### config.mk
export PLATFORM = sky130hd
export DESIGN_NAME = hazard_unit_flat
export DESIGN_NICKNAME = d
export VERILOG_FILES = /design/src/rtl/hazard_unit_if.sv /design/src/rtl/hazard_unit.sv /design/src/flat_wrapper.sv
export SDC_FILE = /design/constraint.sdc
export NUM_CORES = 1
export LEC_CHECK = 0
export ABC_AREA = 1
export CAP_MARGIN = 20
export CORE_ASPECT_RATIO = 0.7
export CORE_UTILIZATION = 40
export DETAILED_ROUTE_END_ITERATION = 10
export HOLD_SLACK_MARGIN = 0.05
export PLACE_DENSITY = 0.64
export SETUP_SLACK_MARGIN = 0.15
export SYNTH_ARGS = -nofsm -noshare
export SYNTH_HDL_FRONTEND = slang
export SYNTH_SLANG_ARGS = --single-unit
### constraint.sdc
create_clock -name clk -period 1.7 [get_ports clk]
set_input_delay 0.51 -clock clk [delete_from_list [all_inputs] [get_ports clk]]
set_output_delay 0.51 -clock clk [all_outputs]
set_load 0.02 [all_outputs]
### src/rtl/hazard_unit_if.sv
// Decode-stage inputs and pipeline-control outputs exchanged between the datapath and the
// hazard unit.
interface hazard_unit_if;
    logic [4:0] RsD;
    logic [4:0] RtD;
    logic       UsesRsD;
    logic       UsesRtD;
    logic [4:0] WriteRegD;
    logic       RegWriteD;
    logic       MemtoRegD;
    logic       MdStartD;
    logic       UsesHiLoD;
    logic       PCSrcE;
    logic [1:0] ForwardAE;
    logic [1:0] ForwardBE;
    logic       StallF;
    logic       StallD;
    logic       FlushD;
    logic       FlushE;
    logic       MdBusy;

    modport master (
        output RsD, RtD, UsesRsD, UsesRtD, WriteRegD, RegWriteD, MemtoRegD,
               MdStartD, UsesHiLoD, PCSrcE,
        input  ForwardAE, ForwardBE, StallF, StallD, FlushD, FlushE, MdBusy
    );

    modport slave (
        input  RsD, RtD, UsesRsD, UsesRtD, WriteRegD, RegWriteD, MemtoRegD,
               MdStartD, UsesHiLoD, PCSrcE,
        output ForwardAE, ForwardBE, StallF, StallD, FlushD, FlushE, MdBusy
    );
endinterface

### src/rtl/hazard_unit.sv
// Five-stage pipeline hazard unit: tracks E/M/W destination state, selects forwarding paths,
// and raises stalls/flushes for load-use, mul/div HI/LO use and taken branches.
module hazard_unit (
    input  logic          clk,
    input  logic          resetn,
    hazard_unit_if.slave  hz
);

    logic [4:0] r_rs_e;
    logic [4:0] r_rt_e;
    logic [4:0] r_wr_e;
    logic       r_rw_e;
    logic       r_mtr_e;
    logic       r_mds_e;
    logic [4:0] r_wr_m;
    logic       r_rw_m;
    logic [4:0] r_wr_w;
    logic       r_rw_w;
    logic [4:0] r_md_cnt;

    logic       w_lwstall;
    logic       w_mdstall;
    logic       w_stall;
    logic       w_flush_e;
    logic       w_md_busy;

    assign w_md_busy = (r_md_cnt != 5'd0);

    always_comb begin
        w_lwstall = 1'b0;
        w_mdstall = 1'b0;
        w_stall   = 1'b0;
        w_flush_e = 1'b0;
        if (r_mtr_e && r_rw_e && (r_wr_e != 5'd0)) begin
            w_lwstall = (hz.UsesRsD && (hz.RsD == r_wr_e)) ||
                        (hz.UsesRtD && (hz.RtD == r_wr_e));
        end
        w_mdstall = hz.UsesHiLoD && (w_md_busy || r_mds_e);
        // A taken branch makes the Decode instruction wrong-path, so it overrides any stall.
        w_stall   = (w_lwstall || w_mdstall) && !hz.PCSrcE;
        w_flush_e = w_stall || hz.PCSrcE;
    end

    always_comb begin
        hz.ForwardAE = 2'b00;
        hz.ForwardBE = 2'b00;
        if (r_rw_m && (r_wr_m != 5'd0) && (r_wr_m == r_rs_e)) begin
            hz.ForwardAE = 2'b10;
        end else if (r_rw_w && (r_wr_w != 5'd0) && (r_wr_w == r_rs_e)) begin
            hz.ForwardAE = 2'b01;
        end
        if (r_rw_m && (r_wr_m != 5'd0) && (r_wr_m == r_rt_e)) begin
            hz.ForwardBE = 2'b10;
        end else if (r_rw_w && (r_wr_w != 5'd0) && (r_wr_w == r_rt_e)) begin
            hz.ForwardBE = 2'b01;
        end
    end

    assign hz.StallF = w_stall;
    assign hz.StallD = w_stall;
    assign hz.FlushD = hz.PCSrcE;
    assign hz.FlushE = w_flush_e;
    assign hz.MdBusy = w_md_busy;

    always_ff @(posedge clk or negedge resetn) begin
        if (!resetn) begin
            r_rs_e  <= 5'd0;
            r_rt_e  <= 5'd0;
            r_wr_e  <= 5'd0;
            r_rw_e  <= 1'b0;
            r_mtr_e <= 1'b0;
            r_mds_e <= 1'b0;
        end else if (w_flush_e) begin
            r_rs_e  <= 5'd0;
            r_rt_e  <= 5'd0;
            r_wr_e  <= 5'd0;
            r_rw_e  <= 1'b0;
            r_mtr_e <= 1'b0;
            r_mds_e <= 1'b0;
        end else begin
            r_rs_e  <= hz.RsD;
            r_rt_e  <= hz.RtD;
            r_wr_e  <= hz.WriteRegD;
            r_rw_e  <= hz.RegWriteD;
            r_mtr_e <= hz.MemtoRegD;
            r_mds_e <= hz.MdStartD;
        end
    end

    always_ff @(posedge clk or negedge resetn) begin
        if (!resetn) begin
            r_wr_m <= 5'd0;
            r_rw_m <= 1'b0;
            r_wr_w <= 5'd0;
            r_rw_w <= 1'b0;
        end else begin
            r_wr_m <= r_wr_e;
            r_rw_m <= r_rw_e;
            r_wr_w <= r_wr_m;
            r_rw_w <= r_rw_m;
        end
    end

    // Restart semantics: a new start while busy reloads the full latency.
    always_ff @(posedge clk or negedge resetn) begin
        if (!resetn) begin
            r_md_cnt <= 5'd0;
        end else if (r_mds_e) begin
            r_md_cnt <= 5'd31;
        end else if (r_md_cnt != 5'd0) begin
            r_md_cnt <= r_md_cnt - 5'd1;
        end
    end

endmodule
### src/flat_wrapper.sv
// flat-port wrapper written by rule: the top's interface ports become plain ports
module hazard_unit_flat 
  (clk, resetn, hz_RsD, hz_RtD, hz_UsesRsD, hz_UsesRtD, hz_WriteRegD, hz_RegWriteD, hz_MemtoRegD, hz_MdStartD, hz_UsesHiLoD, hz_PCSrcE, hz_ForwardAE, hz_ForwardBE, hz_StallF, hz_StallD, hz_FlushD, hz_FlushE, hz_MdBusy);
  hazard_unit_if hz_i ();
  input  logic clk;
  input  logic resetn;
  input wire logic [$bits(hz_i.RsD)-1:0] hz_RsD;
  input wire logic [$bits(hz_i.RtD)-1:0] hz_RtD;
  input wire logic [$bits(hz_i.UsesRsD)-1:0] hz_UsesRsD;
  input wire logic [$bits(hz_i.UsesRtD)-1:0] hz_UsesRtD;
  input wire logic [$bits(hz_i.WriteRegD)-1:0] hz_WriteRegD;
  input wire logic [$bits(hz_i.RegWriteD)-1:0] hz_RegWriteD;
  input wire logic [$bits(hz_i.MemtoRegD)-1:0] hz_MemtoRegD;
  input wire logic [$bits(hz_i.MdStartD)-1:0] hz_MdStartD;
  input wire logic [$bits(hz_i.UsesHiLoD)-1:0] hz_UsesHiLoD;
  input wire logic [$bits(hz_i.PCSrcE)-1:0] hz_PCSrcE;
  output wire logic [$bits(hz_i.ForwardAE)-1:0] hz_ForwardAE;
  output wire logic [$bits(hz_i.ForwardBE)-1:0] hz_ForwardBE;
  output wire logic [$bits(hz_i.StallF)-1:0] hz_StallF;
  output wire logic [$bits(hz_i.StallD)-1:0] hz_StallD;
  output wire logic [$bits(hz_i.FlushD)-1:0] hz_FlushD;
  output wire logic [$bits(hz_i.FlushE)-1:0] hz_FlushE;
  output wire logic [$bits(hz_i.MdBusy)-1:0] hz_MdBusy;
  assign hz_i.RsD = hz_RsD;
  assign hz_i.RtD = hz_RtD;
  assign hz_i.UsesRsD = hz_UsesRsD;
  assign hz_i.UsesRtD = hz_UsesRtD;
  assign hz_i.WriteRegD = hz_WriteRegD;
  assign hz_i.RegWriteD = hz_RegWriteD;
  assign hz_i.MemtoRegD = hz_MemtoRegD;
  assign hz_i.MdStartD = hz_MdStartD;
  assign hz_i.UsesHiLoD = hz_UsesHiLoD;
  assign hz_i.PCSrcE = hz_PCSrcE;
  assign hz_ForwardAE = hz_i.ForwardAE;
  assign hz_ForwardBE = hz_i.ForwardBE;
  assign hz_StallF = hz_i.StallF;
  assign hz_StallD = hz_i.StallD;
  assign hz_FlushD = hz_i.FlushD;
  assign hz_FlushE = hz_i.FlushE;
  assign hz_MdBusy = hz_i.MdBusy;
  hazard_unit u_core (.clk(clk), .resetn(resetn), .hz(hz_i));
endmodule
==> After elaboration in Yosys (flattened, before gate mapping) <==
Index checks and enable logic that the tools add are counted.
{ "word_totals": {"output_inout_bits": 9, "romBits": 0, "ram_bits": 0, "regBits": 35, "mem_count": 0, "in_bits": 24, "latchBits": 0, "elab_cells": 53} }
{ "op_classes": {"n_eq_ne": 6, "mul": 0, "reduce_logical": 22, "n_div": 0, "addsub": 1, "bitwise_logic": 0, "n_lt_le_gt_ge": 0, "shifts": 0, "muxes": 13} }
{ "op_table": {"columns": ["cell", "count"], "rows": [
  ["== test 5 bit", 6],
  ["two-way mux 5 bit", 5],
  ["nonzero test 5 bit", 4],
  ["logical AND 1 bit", 12],
  ["two-way mux 1 bit", 6],
  ["subtractor 5 x 1 -> 5 bit (second input constant)", 1],
  ["logical OR 1 bit", 4],
  ["two-way mux 2 bit", 2],
  ["nonzero test 2 bit", 1],
  ["logical NOT 1 bit", 1]
]} }

==> Depth between registers and ports, before layout <==
Gate-level depths: netlist (run 1).
{ "logic_depth": {"ltp_word": 8, "mapped_depth": 10, "ltp_nobuf": 9} }

==> Worst setup path after synthesis (run 1) <==
Ideal clock, no wire load.
{ "synth_timing": {"path_type": "input to output", "from": "input port hz_RsD[3]", "to": "output port hz_StallF", "arrival_time_ns": 1.580, "path_buffers": 1, "t_required_ns": 1.190, "slack_ns": -0.390, "path_stages": 9, "path_cell_list": "inv_1 > nand2_1 > nand2_1 > nor2_1 > nand3_1 > nand2_1 > nand2_1 > a21oi_1 > buf_4"} }
{ "synth_via": {"elab_chain_cells": 6} }
{ "synth_lines": {"columns": ["element", "line", "rtl"], "rows": [
  ["start: declaration", "flat_wrapper.sv:7", "input wire logic [$bits(hz_i.RsD)-1:0] hz_RsD;"],
  ["== test 5 bit", "hazard_unit.sv:35", "w_lwstall = (hz.UsesRsD && (hz.RsD == r_wr_e)) ||"],
  ["logical AND 1 bit", "hazard_unit.sv:35", null],
  ["logical OR 1 bit", "hazard_unit.sv:35", null],
  ["two-way mux 1 bit", "hazard_unit.sv:34", "if (r_mtr_e && r_rw_e && (r_wr_e != 5'd0)) begin"],
  ["logical OR 1 bit", "hazard_unit.sv:40", "w_stall = (w_lwstall || w_mdstall) && !hz.PCSrcE;"],
  ["logical AND 1 bit", "hazard_unit.sv:40", null],
  ["end: declaration", "flat_wrapper.sv:19", "output wire logic [$bits(hz_i.StallF)-1:0] hz_StallF;"]
]} }
Every way passes these cells.

==> Worst setup path after layout (run 1) <==
{ "layout_timing": {"from": "input port hz_RsD[2]", "to": "output port hz_StallD"} }
{ "layout_via": {"elab_chain_cells": 6} }
{ "layout_lines": {"columns": ["element", "line", "rtl"], "rows": [
  ["== test 5 bit", "hazard_unit.sv:35", null],
  ["logical AND 1 bit", "hazard_unit.sv:35", null],
  ["logical OR 1 bit", "hazard_unit.sv:35", null],
  ["two-way mux 1 bit", "hazard_unit.sv:34", null],
  ["logical OR 1 bit", "hazard_unit.sv:40", null],
  ["logical AND 1 bit", "hazard_unit.sv:40", null],
  ["end: declaration", "flat_wrapper.sv:20", "output wire logic [$bits(hz_i.StallD)-1:0] hz_StallD;"]
]} }
Every way passes these cells.

==> impl_metrics.json, run 1 <==
{
  "status": "finished with violations",
  "violations": "setup timing",
  "finalSetupViolCount": 8,
  "ys_types": 19,
  "p_comb_share_pct": 28.8,
  "drive_gt1_share_pct": 42.4,
  "synthCells": 191,
  "p_leak_uw": 0.00133,
  "root_buffer": "clkbuf_8",
  "synth_nets": 217,
  "irDropWorstVdd_mv": 0.474,
  "period_share_pct": 119,
  "maxCapViolations": 0,
  "skew_ns": 0.00461,
  "postLayoutCellArea_sq_um": 2650,
  "overflow": 0,
  "place.gp.congestion": 0.728,
  "relSlewSlack_pct": 81.7,
  "antenna_found_initial": 0,
  "drt_iter0_markers": 65,
  "grt_use_total_pct": 17.7,
  "worstPathArrival_ns": 1.52,
  "clock_power_share_pct": 25.0,
  "fin_ws_ns": -0.327,
  "pin_count": 33,
  "hold_path_class": "register to register",
  "coreArea_sq_um": 3990,
  "vias": 1359,
  "p_sw_share_pct": 29.6,
  "cts_tree": "yes",
  "final_cell_mix": "nand2_1 (35), buf_4 (29), dfrtp_1 (29), nor2_1 (19), inv_1 (17)",
  "rows": 19,
  "dp_hpwl_um": 2620,
  "ys_ff_latch": 35,
  "p_switching_uw": 636,
  "max_freq_ghz": 0.493,
  "grt_pass1_vias": 1238,
  "drtAntennaViolNets": 0,
  "internal-power_uw": 1520,
  "port_buffers": 32,
  "finalHoldViolations": 0,
  "num_antenna_cells": 0,
  "synth_warnings": 0,
  "routedWlPerCell_um": 11.4,
  "grt_first_pass_wirelength_um": 5720,
  "pwr-share-seq_pct": 46.2,
  "firstDrtPassIters": 4,
  "insertion_delay_ns": 0.28,
  "die_area_sq_um": 4540,
  "cts_buffers": 5,
  "drt_wl_total_um": 3600,
  "layout_min_cycle_time_ns": 2.03,
  "worst_ep_required_time_ns": 1.19,
  "synth_area_sq_um": 1710,
  "rsz0062_at_grt": "true",
  "post-route-drc-count": 0,
  "rrSetupSlack_ns": 0.26,
  "fin_hold_ws_ns": 0.429,
  "layout_commonest_cell": "nand2_1",
  "ys_seq_area_share_pct": 51.3,
  "worst-setup-path-type": "primary input to output pin",
  "p_per_area_nw_per_um2": 813,
  "dpl-instance-area_sq_um": 2390,
  "clk_pin_slew_ns": 0.06,
  "die_h_um": 56.7,
  "clock-sinks": 35,
  "ctsHoldBuffers": 0,
  "tightestPinTransition_ns": 0.273,
  "start_util_pct": 42.7,
  "die_w_um": 80.1,
  "areaGrowthSynthToFinish_pct": 55.0,
  "crit_path_start_kind": "primary input",
  "endpoint_kind": "output pin",
  "grt_max_degree": 36,
  "fin_nets": 289,
  "slew_violations": 0,
  "critPathMaxFanout": 2,
  "dp_slack_ns": -1.24,
  "htreeDepth": 2,
  "avgViaCountPerCell": 4.33,
  "syn_avg_cell_area_sq_um": 8.94,
  "cts.path.max_buffers": 2
}
==> worst paths after layout <==
check	from	end	cells after the start
worst max-delay path	hz_RsD[2]	hz_StallD	10
worst min-delay path	u_core.r_wr_e[4]	u_core.r_wr_m[4]	0
worst min register to register	u_core.r_wr_e[4]	u_core.r_wr_m[4]	0
min in group asynchronous	resetn	u_core.r_md_cnt[4]	2
max in group asynchronous	resetn	u_core.r_wr_e[0]	2
worst max register to register	u_core.r_wr_e[0]	u_core.r_rs_e[0]	9
==> critical path, cell delays in order <==
cell             delay (ns)
clkdlybuf4s15_1        0.24
inv_4                  0.04
nand2_1                0.05
nand2_1                0.05
nor2_1                 0.10
nand3_1                0.07
nand2_1                0.09
nand2_2                0.09
a21oi_4                0.15
buf_6                  0.13
==> flip-flops by register name (all words and copies together) (netlist names) <==
signal / count
u_core.r_wr_w: 5
u_core.r_rw_m: 1
u_core.r_md_cnt: 5
u_core.r_mds_e: 1
u_core.r_wr_m: 5
u_core.r_wr_e: 5
u_core.r_rs_e: 5
u_core.r_rt_e: 5
u_core.r_mtr_e: 1
u_core.r_rw_w: 1
u_core.r_rw_e: 1
==> per-stage QoR <==
step / utilization [%] / setup TNS (ns) / power [uW] / instances
3_3_place_gp: 59.9 / -14.41 / 1510 / 302
4_1_cts: 63.3 / -2.34 / 2090 / 311
5_1_grt: 66.2 / -2.72 / 2270 / 314
3_5_place_dp: 59.9 / -15.08 / 1520 / 302
6_report: 66.2 / -2.09 / 2150 / 314
2_1_floorplan: - / -0.224 / 1270 / 191
==> cell usage after synthesis, drive strengths merged <==
library cell / count / area, sq um
a21oi: 1 / 5.00
buf: 3 / 26.3
o21ai: 4 / 31.3
nand3: 6 / 55.1
xor2: 9 / 78.8
o211ai: 1 / 7.51
inv: 31 / 116
nand2: 40 / 150
xnor2: 13 / 114
nor3: 5 / 25.0
nor2: 36 / 165
nand4: 5 / 31.3
ha: 2 / 25.0
dfrtp: 35 / 876
==> metal layers <==
layer	global-route usage [%]	part of all wire (%)	vias up
met3	6.50	4.1	7
met5	0	0	-
li1	-	-	720
met1	25.9	49	608
met2	23.7	46	24
met4	6.12	1.4	0
==> cell type report <==
| type | count | area [sq um] |
|---|---|---|
| Fill cell | 336 | 1350 |
| Sequential cell | 35 | 883 |
| Clock buffer | 6 | 72.6 |
| Inverter | 31 | 154 |
| Timing Repair Buffer | 68 | 634 |
| Tap cell | 52 | 65.1 |
| Multi-Input combinational cell | 122 | 836 |
==> logic make-up (layout without fill, tap and decap cells) <==
group | after synthesis | in the layout | share of synthesized area [%]
adder cells (fa/ha/maj) | 2 | 2 | 1.47
AO/OA/AOI/OAI | 6 | 6 | 2.57
flip-flops | 35 | 35 | 51.3
AND/OR/NAND/NOR | 92 | 92 | 25.0
buffers and inverters | 34 | 105 | 8.36
XOR/XNOR | 22 | 22 | 11.3
==> power groups by stage <==
stage                     sequential, uW  clock, uW  combinational (uW)
final                                995        537                 619
after global routing                1000        588                 680
after CTS                            978        552                 563
after detailed placement             988          0                 535
after global placement               987          0                 525
after floorplan                      982          0                 288
==> repair_timing <==
action	in CTS	in global routing
buffers inserted	3	3
pin swaps	22	9
endpoints found under the setup margin	27	27
resized for setup	96	27
No activity file was read; power rests on OpenSTA's default activity.
==> inputs of run 2 (changes only) <==
Settings changed: CTS_CLUSTER_DIAMETER set to 50.
==> results of run 2 <==
Same layout as run 1: the final DEF is identical, and so are final timing and power.
==> inputs of run 3 (changes only) <==
Settings changed: CORE_UTILIZATION 40 to 46, PLACE_DENSITY 0.64 to 0.72.
==> run 3 against run 2 <==
  * The run still ends with setup timing left
  * Register-to-register slack barely moved
  * Die area fell by 13%
  * Final cell count fell by 1.9%
  * Sequential power fell by 1%
  * Clock-buffer cell count did not move
  * Global-route usage rose by 3.4 points
  * Worst hold slack improved by 0.019 ns
  * Via count rose by 0.59%
  * Critical path type unchanged
  * Largest cell class unchanged
==> impl_metrics.json, run 3 (synthesis results as in run 1) <==
{
  "p_per_area_nw_per_um2": 853,
  "rsz0062_at_grt": "true",
  "root_buffer": "clkbuf_8",
  "ctsHoldBuffers": 0,
  "coreArea_sq_um": 3540,
  "hold_path_class": "register to register",
  "tightestPinTransition_ns": 0.263,
  "critPathMaxStageDelay_ns": 0.21,
  "vias": 1367,
  "rows": 18,
  "cpLargestDelayFamily": "simple AND/OR/NAND/NOR gates",
  "critPathMaxFanout": 2,
  "grt_first_pass_wirelength_um": 5800,
  "max_freq_ghz": 0.489,
  "areaGrowthSynthToFinish_pct": 48.6,
  "layout_commonest_cell": "nand2_1",
  "insertion_delay_ns": 0.29,
  "crit_path_start_kind": "primary input",
  "violations": "setup timing",
  "grt_max_degree": 36,
  "start_util_pct": 48.3,
  "dp_hpwl_um": 2630,
  "multiInputGateArea_sq_um": 796,
  "die_w_um": 74.8,
  "hold_start": "u_core.r_wr_m[3]",
  "rrSetupSlack_ns": 0.25,
  "place.gp.congestion": 0.763,
  "routedWlPerCell_um": 11.4,
  "crit-reg2reg-launch": "u_core.r_wr_e[1]",
  "worstPathArrival_ns": 1.54,
  "finalHoldViolations": 0,
  "worst-setup-path-type": "primary input to output pin",
  "num_antenna_cells": 0,
  "n_fill_cell": 274,
  "path_common_cell": "nand2_1",
  "irDropWorstVdd_mv": 0.548,
  "pin_count": 33,
  "overflow": 0,
  "fin_hold_ws_ns": 0.447,
  "path_cells": "clkdlybuf4s15_2 -> inv_4 -> nand2_1 -> nand2_1 -> nor2_2 -> nand3_1 -> nand2_1 -> nand2_2 -> a21oi_4 -> buf_6",
  "clk_pin_slew_ns": 0.07,
  "seqCellArea_sq_um": 880,
  "antenna_found_initial": 0,
  "endpoint_kind": "output pin",
  "drt_wl_total_um": 3520,
  "cts_buffers": 5,
  "drt_iter0_markers": 87,
  "grt_pass1_vias": 1310,
  "fin_nets": 283,
  "die_h_um": 53.0,
  "maxCapViolations": 0,
  "die_area_sq_um": 3960,
  "port_buffers": 32,
  "rr_endpoint": "u_core.r_rs_e[1]",
  "cts.path.max_buffers": 2,
  "htreeDepth": 2,
  "post-route-drc-count": 0,
  "finalSetupViolCount": 8,
  "cp.depth": 10,
  "drive_gt1_share_pct": 38.0,
  "relSlewSlack_pct": 82.4,
  "hold_depth": 0,
  "period_share_pct": 120,
  "avgViaCountPerCell": 4.44,
  "fin_ws_ns": -0.347,
  "cp.buffers_inverters": 3,
  "finalPower_uw": 2160,
  "skew_ns": 0.00477,
  "final_cell_mix": "nand2_1 (38), dfrtp_1 (32), buf_4 (27), nor2_1 (21), inv_1 (16)",
  "clock-sinks": 35,
  "dpl-instance-area_sq_um": 2370,
  "firstDrtPassIters": 4,
  "r2r_cells": 9,
  "worst_ep_required_time_ns": 1.19,
  "layout_min_cycle_time_ns": 2.05,
  "hold_path_end": "u_core.r_wr_w[3]",
  "drtAntennaViolNets": 0,
  "dp_slack_ns": -1.25,
  "grt_use_total_pct": 21.1,
  "p_leak_uw": 0.00130,
  "status": "finished with violations",
  "cts_tree": "yes",
  "crit_path_top_delay_cell": "clkdlybuf4s15_2",
  "slew_violations": 0,
  "postLayoutCellArea_sq_um": 2540
}
[run 3: report_power, final]
part           switching [uW]  leakage (uW)  total (uW)  internal (uW)
combinational             289      0.000801         599            310
sequential               66.9      0.000453         981            914
clock                     297     0.0000412         583            286
total                     653       0.00130        2160           1510
[run 3: how the worst max path moves through the flow]
stage / startpoint / end / slack, ns
final: hz_RtD[1] / hz_StallF / -0.35
after global routing: u_core.r_wr_e[4] / hz_StallD / -0.42
after CTS: u_core.r_wr_m[2] / hz_ForwardBE[1] / -0.37
after floorplan: hz_RtD[2] / hz_StallF / -0.12
after global placement: hz_RtD[2] / hz_StallF / -1.20
after detailed placement: hz_RtD[3] / hz_StallF / -1.25
[run 3: stage by stage]
stage,utilization (%),TNS [ns],std cells
after floorplan,-,-0.224,191
after global placement,67.0,-14.00,297
after detailed placement,67.0,-14.94,297
after CTS,70.5,-2.44,308
after global routing,71.7,-2.84,308
final,71.7,-2.19,308
[run 3: routing by layer]
metal  vias to the layer above  track usage, %  part of all wire, %  wire length, um
met5                         -               0                    0                0
met4                         0            8.49                  1.8               63
met3                         7            5.90                  3.7              131
met2                        27            34.1                   48             1690
met1                       627            26.7                   47             1640
li1                        706               -                    -                -
[run 3: timing repair]
action | CTS | global route
resized for setup | 89 | 16
setup endpoints to repair | 27 | 27
setup buffers | 3 | 0
pin swaps | 21 | 10
[run 3: worst register-to-register path, delay by kind of cell, from the launching register on]
family	cells	cell delay (ns)
buffers and inverters	3	0.39
DFF	1	0.42
and+or+nand+nor	6	0.58
[run 3: area by class of cell]
type / instances / area share (%)
sequential: 35 / 34.7
inverter: 31 / 6.07
tap: 50 / 2.47
clock buffer: 6 / 2.86
clock inverter: 2 / 0.493
timing repair buffer: 62 / 22.1
multi-input combinational: 122 / 31.4
